`config.mk`:
```
export PLATFORM = sky130hd
export DESIGN_NAME = serial_adder_flat
export DESIGN_NICKNAME = d
export VERILOG_FILES = /design/src/rtl/serial_adder_if.sv /design/src/rtl/serial_adder.sv /design/src/flat_wrapper.sv
export SDC_FILE = /design/constraint.sdc
export NUM_CORES = 1
export LEC_CHECK = 0
export CORE_ASPECT_RATIO = 1.5
export CORE_MARGIN = 2
export CORE_UTILIZATION = 40
export DETAILED_ROUTE_END_ITERATION = 16
export GPL_TIMING_DRIVEN = 0
export PLACE_DENSITY = 0.7
export SETUP_SLACK_MARGIN = 0.15
export SLEW_MARGIN = 20
export SYNTH_ARGS = -nofsm -noshare
export SYNTH_HDL_FRONTEND = slang
export SYNTH_SLANG_ARGS = --single-unit
```
`constraint.sdc`:
```
create_clock -name clk -period 1.75 [get_ports clk]
set_clock_uncertainty 0.1 [all_clocks]
set_input_delay 0.4375 -clock clk [delete_from_list [all_inputs] [get_ports clk]]
set_output_delay 0.4375 -clock clk [all_outputs]
set_load 0.02 [all_outputs]
```
`src/rtl/serial_adder_if.sv`:
```
// serial_adder_if: operand/handshake bundle for the bit-serial adder.
//   master : start, a, b, cin driven; busy, done, sum, cout (ovf) observed
//   slave  : the adder itself
// When SERIAL_ADDER_OVF_EN is defined the bundle also carries ovf
// (signed overflow of the last result).
interface serial_adder_if #(
  parameter int WIDTH = 8
);
  logic             start;
  logic [WIDTH-1:0] a;
  logic [WIDTH-1:0] b;
  logic             cin;
  logic             busy;
  logic             done;
  logic [WIDTH-1:0] sum;
  logic             cout;
`ifdef SERIAL_ADDER_OVF_EN
  logic             ovf;

  modport master (output start, a, b, cin, input busy, done, sum, cout, ovf);
  modport slave  (input start, a, b, cin, output busy, done, sum, cout, ovf);
`else
  modport master (output start, a, b, cin, input busy, done, sum, cout);
  modport slave  (input start, a, b, cin, output busy, done, sum, cout);
`endif
endinterface

```
`src/rtl/serial_adder.sv`:
```
// serial_adder: bit-serial WIDTH-bit adder, one full-adder cell plus a
// registered carry, LSB first.
//   clk   : rising-edge clock
//   rst_n : asynchronous active-low reset
//   bus   : serial_adder_if.slave
//           start/a/b/cin in (sampled only in IDLE),
//           busy (WIDTH cycles), done (1-cycle pulse), sum/cout held
//           until the next completion.
// Optional: SERIAL_ADDER_OVF_EN adds bus.ovf, the two's-complement
// overflow of the result, registered and held like sum/cout.
// Throughput is one result per WIDTH+2 cycles (IDLE, WIDTH x RUN, DONE).
module serial_adder #(
  parameter int WIDTH = 8
) (
  input logic            clk,
  input logic            rst_n,
  serial_adder_if.slave  bus
);
  localparam int CW = $clog2(WIDTH) + 1;
  localparam logic [CW-1:0] LAST = CW'(WIDTH - 1);

  typedef enum logic [1:0] {S_IDLE, S_RUN, S_DONE} state_t;

  state_t           state_q, state_d;
  logic [WIDTH-1:0] a_sr_q, a_sr_d;
  logic [WIDTH-1:0] b_sr_q, b_sr_d;
  logic [WIDTH-1:0] ps_q, ps_d;
  logic [WIDTH-1:0] sum_q, sum_d;
  logic [CW-1:0]    cnt_q, cnt_d;
  logic             c_q, c_d;
  logic             cout_q, cout_d;
`ifdef SERIAL_ADDER_OVF_EN
  logic             ovf_q, ovf_d;
`endif

  // The single full-adder cell: current LSBs plus the carry register.
  logic fa_s, fa_c;
  assign fa_s = a_sr_q[0] ^ b_sr_q[0] ^ c_q;
  assign fa_c = (a_sr_q[0] & b_sr_q[0]) | (a_sr_q[0] & c_q) | (b_sr_q[0] & c_q);

  always_comb begin
    state_d = state_q;
    a_sr_d  = a_sr_q;
    b_sr_d  = b_sr_q;
    ps_d    = ps_q;
    sum_d   = sum_q;
    cnt_d   = cnt_q;
    c_d     = c_q;
    cout_d  = cout_q;
`ifdef SERIAL_ADDER_OVF_EN
    ovf_d   = ovf_q;
`endif
    case (state_q)
      S_IDLE: begin
        if (bus.start) begin
          a_sr_d  = bus.a;
          b_sr_d  = bus.b;
          c_d     = bus.cin;
          cnt_d   = '0;
          state_d = S_RUN;
        end
      end
      S_RUN: begin
        a_sr_d = a_sr_q >> 1;
        b_sr_d = b_sr_q >> 1;
        c_d    = fa_c;
        ps_d   = {fa_s, ps_q[WIDTH-1:1]};
        cnt_d  = cnt_q + CW'(1);
        // Last bit: publish result on this edge so sum/cout never show
        // a partial value.
        if (cnt_q == LAST) begin
          sum_d   = {fa_s, ps_q[WIDTH-1:1]};
          cout_d  = fa_c;
`ifdef SERIAL_ADDER_OVF_EN
          // c_q is the carry into the MSB, fa_c the carry out of it.
          ovf_d   = c_q ^ fa_c;
`endif
          state_d = S_DONE;
        end
      end
      S_DONE:  state_d = S_IDLE;
      default: state_d = S_IDLE;
    endcase
  end

  always_ff @(posedge clk or negedge rst_n) begin
    if (!rst_n) begin
      state_q <= S_IDLE;
      a_sr_q  <= '0;
      b_sr_q  <= '0;
      ps_q    <= '0;
      sum_q   <= '0;
      cnt_q   <= '0;
      c_q     <= 1'b0;
      cout_q  <= 1'b0;
`ifdef SERIAL_ADDER_OVF_EN
      ovf_q   <= 1'b0;
`endif
    end else begin
      state_q <= state_d;
      a_sr_q  <= a_sr_d;
      b_sr_q  <= b_sr_d;
      ps_q    <= ps_d;
      sum_q   <= sum_d;
      cnt_q   <= cnt_d;
      c_q     <= c_d;
      cout_q  <= cout_d;
`ifdef SERIAL_ADDER_OVF_EN
      ovf_q   <= ovf_d;
`endif
    end
  end

  assign bus.busy = (state_q == S_RUN);
  assign bus.done = (state_q == S_DONE);
  assign bus.sum  = sum_q;
  assign bus.cout = cout_q;
`ifdef SERIAL_ADDER_OVF_EN
  assign bus.ovf  = ovf_q;
`endif
endmodule

```
`src/flat_wrapper.sv`:
```
// flat-port wrapper written by rule: the top's interface ports become plain ports
module serial_adder_flat 
#(
  parameter int WIDTH = 8
)
  (clk, rst_n, bus_start, bus_a, bus_b, bus_cin, bus_busy, bus_done, bus_sum, bus_cout);
  serial_adder_if #(.WIDTH(WIDTH)) bus_i ();
  input logic clk;
  input logic rst_n;
  input wire logic [$bits(bus_i.start)-1:0] bus_start;
  input wire logic [$bits(bus_i.a)-1:0] bus_a;
  input wire logic [$bits(bus_i.b)-1:0] bus_b;
  input wire logic [$bits(bus_i.cin)-1:0] bus_cin;
  output wire logic [$bits(bus_i.busy)-1:0] bus_busy;
  output wire logic [$bits(bus_i.done)-1:0] bus_done;
  output wire logic [$bits(bus_i.sum)-1:0] bus_sum;
  output wire logic [$bits(bus_i.cout)-1:0] bus_cout;
  assign bus_i.start = bus_start;
  assign bus_i.a = bus_a;
  assign bus_i.b = bus_b;
  assign bus_i.cin = bus_cin;
  assign bus_busy = bus_i.busy;
  assign bus_done = bus_i.done;
  assign bus_sum = bus_i.sum;
  assign bus_cout = bus_i.cout;
  serial_adder #(.WIDTH(WIDTH)) u_core (.clk(clk), .rst_n(rst_n), .bus(bus_i));
endmodule
```
# Word level (Yosys, flattened, before mapping)
# Index checks and enable logic that the tools add are counted.
# classes
n_addsub	1
n_reduce_logical	5
eq_ne	5
bitwise	7
muxes	11
# op_table
operator	count
$pmux W8 S2	2
$mux W8	2
$pmux W4 S2	1
$reduce_and A2 Y1	3
$add A4 B1 Y4 const B	1
$eq A4 B3 Y1 const B	1
$mux W2	2
$mux W4	1
$pmux W2 S2	1
$and A1 B1 Y1	3
$eq A2 B1 Y1 const B	1
$eq A2 B2 Y1 const B	1
$logic_not A2 Y1	1
$ne A2 B1 Y1 const B	1
$ne A2 B2 Y1 const B	1
$or A1 B1 Y1	2
$pmux W1 S2	1
$reduce_bool A2 Y1	1
$xor A1 B1 Y1	2
$mux W1	1
# totals
wordCells	37
reg_bits	40
out_inout_bits	11

# Longest topological paths before layout
# depth
word_depth	4
mapped_depth	6
mapped_depth_nobuf	4

# Least setup slack after synthesis
# OpenSTA, ideal clock, no wires.
# synth_timing
path_kind	flip-flop to output port
start	register u_core.state_q[1]
end	output port bus_done
n_path_buf	2
path_stages_with_launch	4
t_arrival_ns	1.071
slack_ns	0.141
cell_sequence	dfrtp_1 -> buf_2 -> clkbuf_1 -> nor2b_1
# synth_between
elab_chain_len	1
# synth_lines
element	line	source
from (decl)	serial_adder.sv:24	state_t state_q, state_d;
from (signal assigned)	serial_adder.sv:100	state_q <= state_d;
$eq A2 B2 Y1	serial_adder.sv:115	assign bus.done = (state_q == S_DONE);
to (decl)	flat_wrapper.sv:15	output wire logic [$bits(bus_i.done)-1:0] bus_done;
# No other way between the ends.

# Worst setup path in the final report
# layout_timing
start	register u_core.state_q[1]
end	output port bus_busy
# layout_between
elab_chain_len	1
# layout_lines
element	line	source
$eq A2 B1 Y1	serial_adder.sv:114	assign bus.busy = (state_q == S_RUN);
to (decl)	flat_wrapper.sv:14	output wire logic [$bits(bus_i.busy)-1:0] bus_busy;
# No other way between the ends.

==> impl_metrics.py <==
metrics = {
    "route": {
        "vias": 1354,
        "wl_um": 3760,
        "dr.pass1.iters": 4,
        "postRouteAntennaNets": 0,
        "drt_iter0_drc": 21,
        "drcViolationCount": 0,
        "avgRoutedWirePerCell_um": 14.8,
        "vias_per_cell": 5.33,
    },
    "placed_design": {
        "place_area_um2": 2040,
        "globalplace.congestion": 0.799,
        "dp.cells": 229,
        "port_buffers": 30,
        "dp_hpwl_um": 2470,
    },
    "logic_synthesis": {
        "yosys_warnings": 0,
        "synthCells": 153,
        "synth_area_per_cell_um2": 10.9,
        "ys_types": 19,
        "synthesis.nets": 175,
        "synth-seq-cells": 39,
        "syn_area_um2": 1660,
        "seq_area_frac_synth_pct": 58.6,
    },
    "sta": {
        "fmax_mhz": 577,
        "finalHoldViolCount": 0,
        "hold_slack_ns": 0.392,
        "slew_headroom_pct": 77.2,
        "fin_crit_sh_pct": 99.0,
        "min_period_ns": 1.73,
        "rsz0062_at_grt": "yes",
        "maxSlewViolCount": 0,
        "setup_viol": 0,
        "worst_slew_pin_slew_ns": 0.342,
    },
    "worst_hold_path": {
        "hp-class": "flip-flop to flip-flop",
    },
    "setup_path": {
        "worst_path_most_repeated_cell": "buf_6",
        "path_cells": "nand2b_4, buf_8, clkinv_8, buf_6, buf_6",
        "critPathCaptureType": "primary output",
        "critPathMaxFanout": 2,
        "worstPathArrival_ns": 1.19,
        "max_stage_delay_ns": 0.40,
        "worst-setup-path-type": "flip-flop to primary output",
        "cpMaxStageDelayCell": "dfrtp_1",
        "critPathRequiredTime_ns": 1.21,
        "start_kind": "flip-flop",
    },
    "cells_and_area": {
        "final_cells": 254,
        "final_nets": 230,
        "mostFrequentLayoutCells": "dfrtp_1, nand2_1, clkdlybuf4s50_1",
        "final_common_cell": "dfrtp_1",
        "area_delta_synth_final_pct": 42.6,
        "finish.utilization_pct": 60.0,
        "design_area_um2": 2370,
        "antenna_cells": 0,
        "layout-drive-gt1-share_pct": 25.4,
    },
    "die": {
        "dieArea_um2": 4700,
        "num_rows": 28,
        "num_io_pins": 31,
        "core_area_um2": 3960,
        "fp.dieH_um": 83.0,
        "die_width_um": 56.7,
        "start_util_pct": 42.0,
    },
    "global_routing": {
        "antenna_found_initial": 0,
        "grt_max_degree": 27,
        "grt_pass1_wl_um": 6070,
        "grtUsageTotal_pct": 16.4,
        "grt_pass1_vias": 1318,
        "grt_overflow": 0,
    },
    "power_and_ir_drop": {
        "pwr-share-clk_pct": 14.0,
        "p_comb_share_pct": 48.1,
        "peakVddDrop_uv": 1240,
        "internal_power_w": 0.00257,
        "seq_power_share_pct": 37.8,
        "p_switching_w": 0.00148,
        "powerDensity_nw_per_um2": 1710,
        "sw_frac_of_total_pct": 36.5,
        "p_leak_nw": 1.10,
    },
    "clocking": {
        "clk_latency_ns": 0.28,
        "cts_root_buf": "clkbuf_8",
        "clockBufferDepth": 2,
        "cts_made_buffers": 5,
        "cts_tree": "yes",
        "htreeDepth": 2,
        "clkTransAtPathRegs_ns": 0.07,
        "clock-sinks": 39,
    },
    "job": {
        "max_cap_violations": 0,
    },
    "status": {
        "status": "complete, no violations",
    },
}
registers in the layout, indices dropped and copies added, names as in the netlist:
signal,count
u_core.state_q,2
u_core.ps_q,7
u_core.bus.cout,1
u_core.a_sr_q,8
u_core.bus.sum,8
u_core.cnt_q,4
u_core.c_q,1
u_core.b_sr_q,8
worst max-delay path, delay by kind of cell (launching register included):
kind                   cells  cell delay [ns]
and+or+nand+nor            1             0.16
DFF                        1             0.40
buffers and inverters      4             0.35
what timing repair did:
item,in CTS,in global routing
setup buffers,8,8
hold buffers,1,0
endpoints found under the setup margin,42,18
gates resized for setup,46,19
endpoints found under the hold margin,13,0
pin swaps,1,1
cell type report:
type | instances | area, um2
plain buffers | 8 | 77.6
multi-input cells | 105 | 721
clock buffers | 7 | 76.3
well taps | 45 | 56.3
flip-flops and latches | 39 | 977
clock inverters | 1 | 5.00
repair buffers | 48 | 444
fillers | 348 | 1590
inverters | 1 | 16.3
kinds of logic (layout without fill, tap and decap cells):
logic type	count (synthesis)	in the layout	synth area share [%]
DFF	39	39	58.6
adders and majority gates	2	2	1.95
and+or+nand+nor	49	49	13.6
AOI/OAI and AO/OA	44	44	16.8
muxes	10	10	6.77
buffers and inverters	9	65	2.26
layer usage:
metal | routed length (um) | track usage, % | share of wire [%]
met5 | 0 | 0 | 0
met4 | 11 | 4.55 | 0.29
met3 | 165 | 3.27 | 4.4
met2 | 2050 | 29.4 | 55
met1 | 1530 | 19.4 | 41
final timing paths:
check	startpoint	end	slack, ns	depth (start not counted)
max in group asynchronous	rst_n	u_core.bus.sum[6]	0.61	3
max	u_core.state_q[1]	bus_busy	0.02	5
min	u_core.a_sr_q[5]	u_core.a_sr_q[5]	0.39	2
min in group asynchronous	rst_n	u_core.ps_q[1]	0.49	2
max reg2reg	u_core.state_q[1]	u_core.bus.sum[0]	0.17	5
min reg2reg	u_core.a_sr_q[5]	u_core.a_sr_q[5]	0.39	2
synth_stat cells:
cell type / n / area [um2]
inv_1: 1 / 3.75
nand2b_1: 1 / 6.26
nor2_1: 2 / 7.51
mux2_2: 10 / 113
buf_2: 3 / 15.0
fa_1: 1 / 20.0
nor3_4: 1 / 16.3
nor2b_1: 10 / 62.6
o311ai_0: 1 / 8.76
a22o_1: 4 / 35.0
a22oi_1: 15 / 113
nand3_1: 2 / 10.0
clkbuf_1: 5 / 18.8
o21ai_0: 16 / 80.1
ha_1: 1 / 12.5
dfrtp_1: 39 / 976
nand2_1: 33 / 124
a21oi_1: 7 / 35.0
o21bai_1: 1 / 7.51
metrics by stage:
| step | TNS, ns | power, W | worst slack (ns) |
|---|---|---|---|
| 2_1_floorplan | 0 | 0.00246 | 0.195 |
| 3_3_place_gp | -38.17 | 0.00292 | -0.738 |
| 3_5_place_dp | -10.10 | 0.00300 | -0.556 |
| 4_1_cts | -0.0242 | 0.00385 | -0.0242 |
| 5_1_grt | -0.0151 | 0.00434 | -0.0151 |
| 6_report | 0 | 0.00405 | 0.0179 |
power by group through the flow:
stage	registers [W]	clock network, W	logic [W]
floorplan	0.00159	0	0.000871
global placement	0.00152	0	0.00141
detailed placement	0.00154	0	0.00145
CTS	0.00153	0.000592	0.00172
global route	0.00158	0.000629	0.00213
finish	0.00153	0.000569	0.00195
No activity file was read; power rests on OpenSTA's default activity.
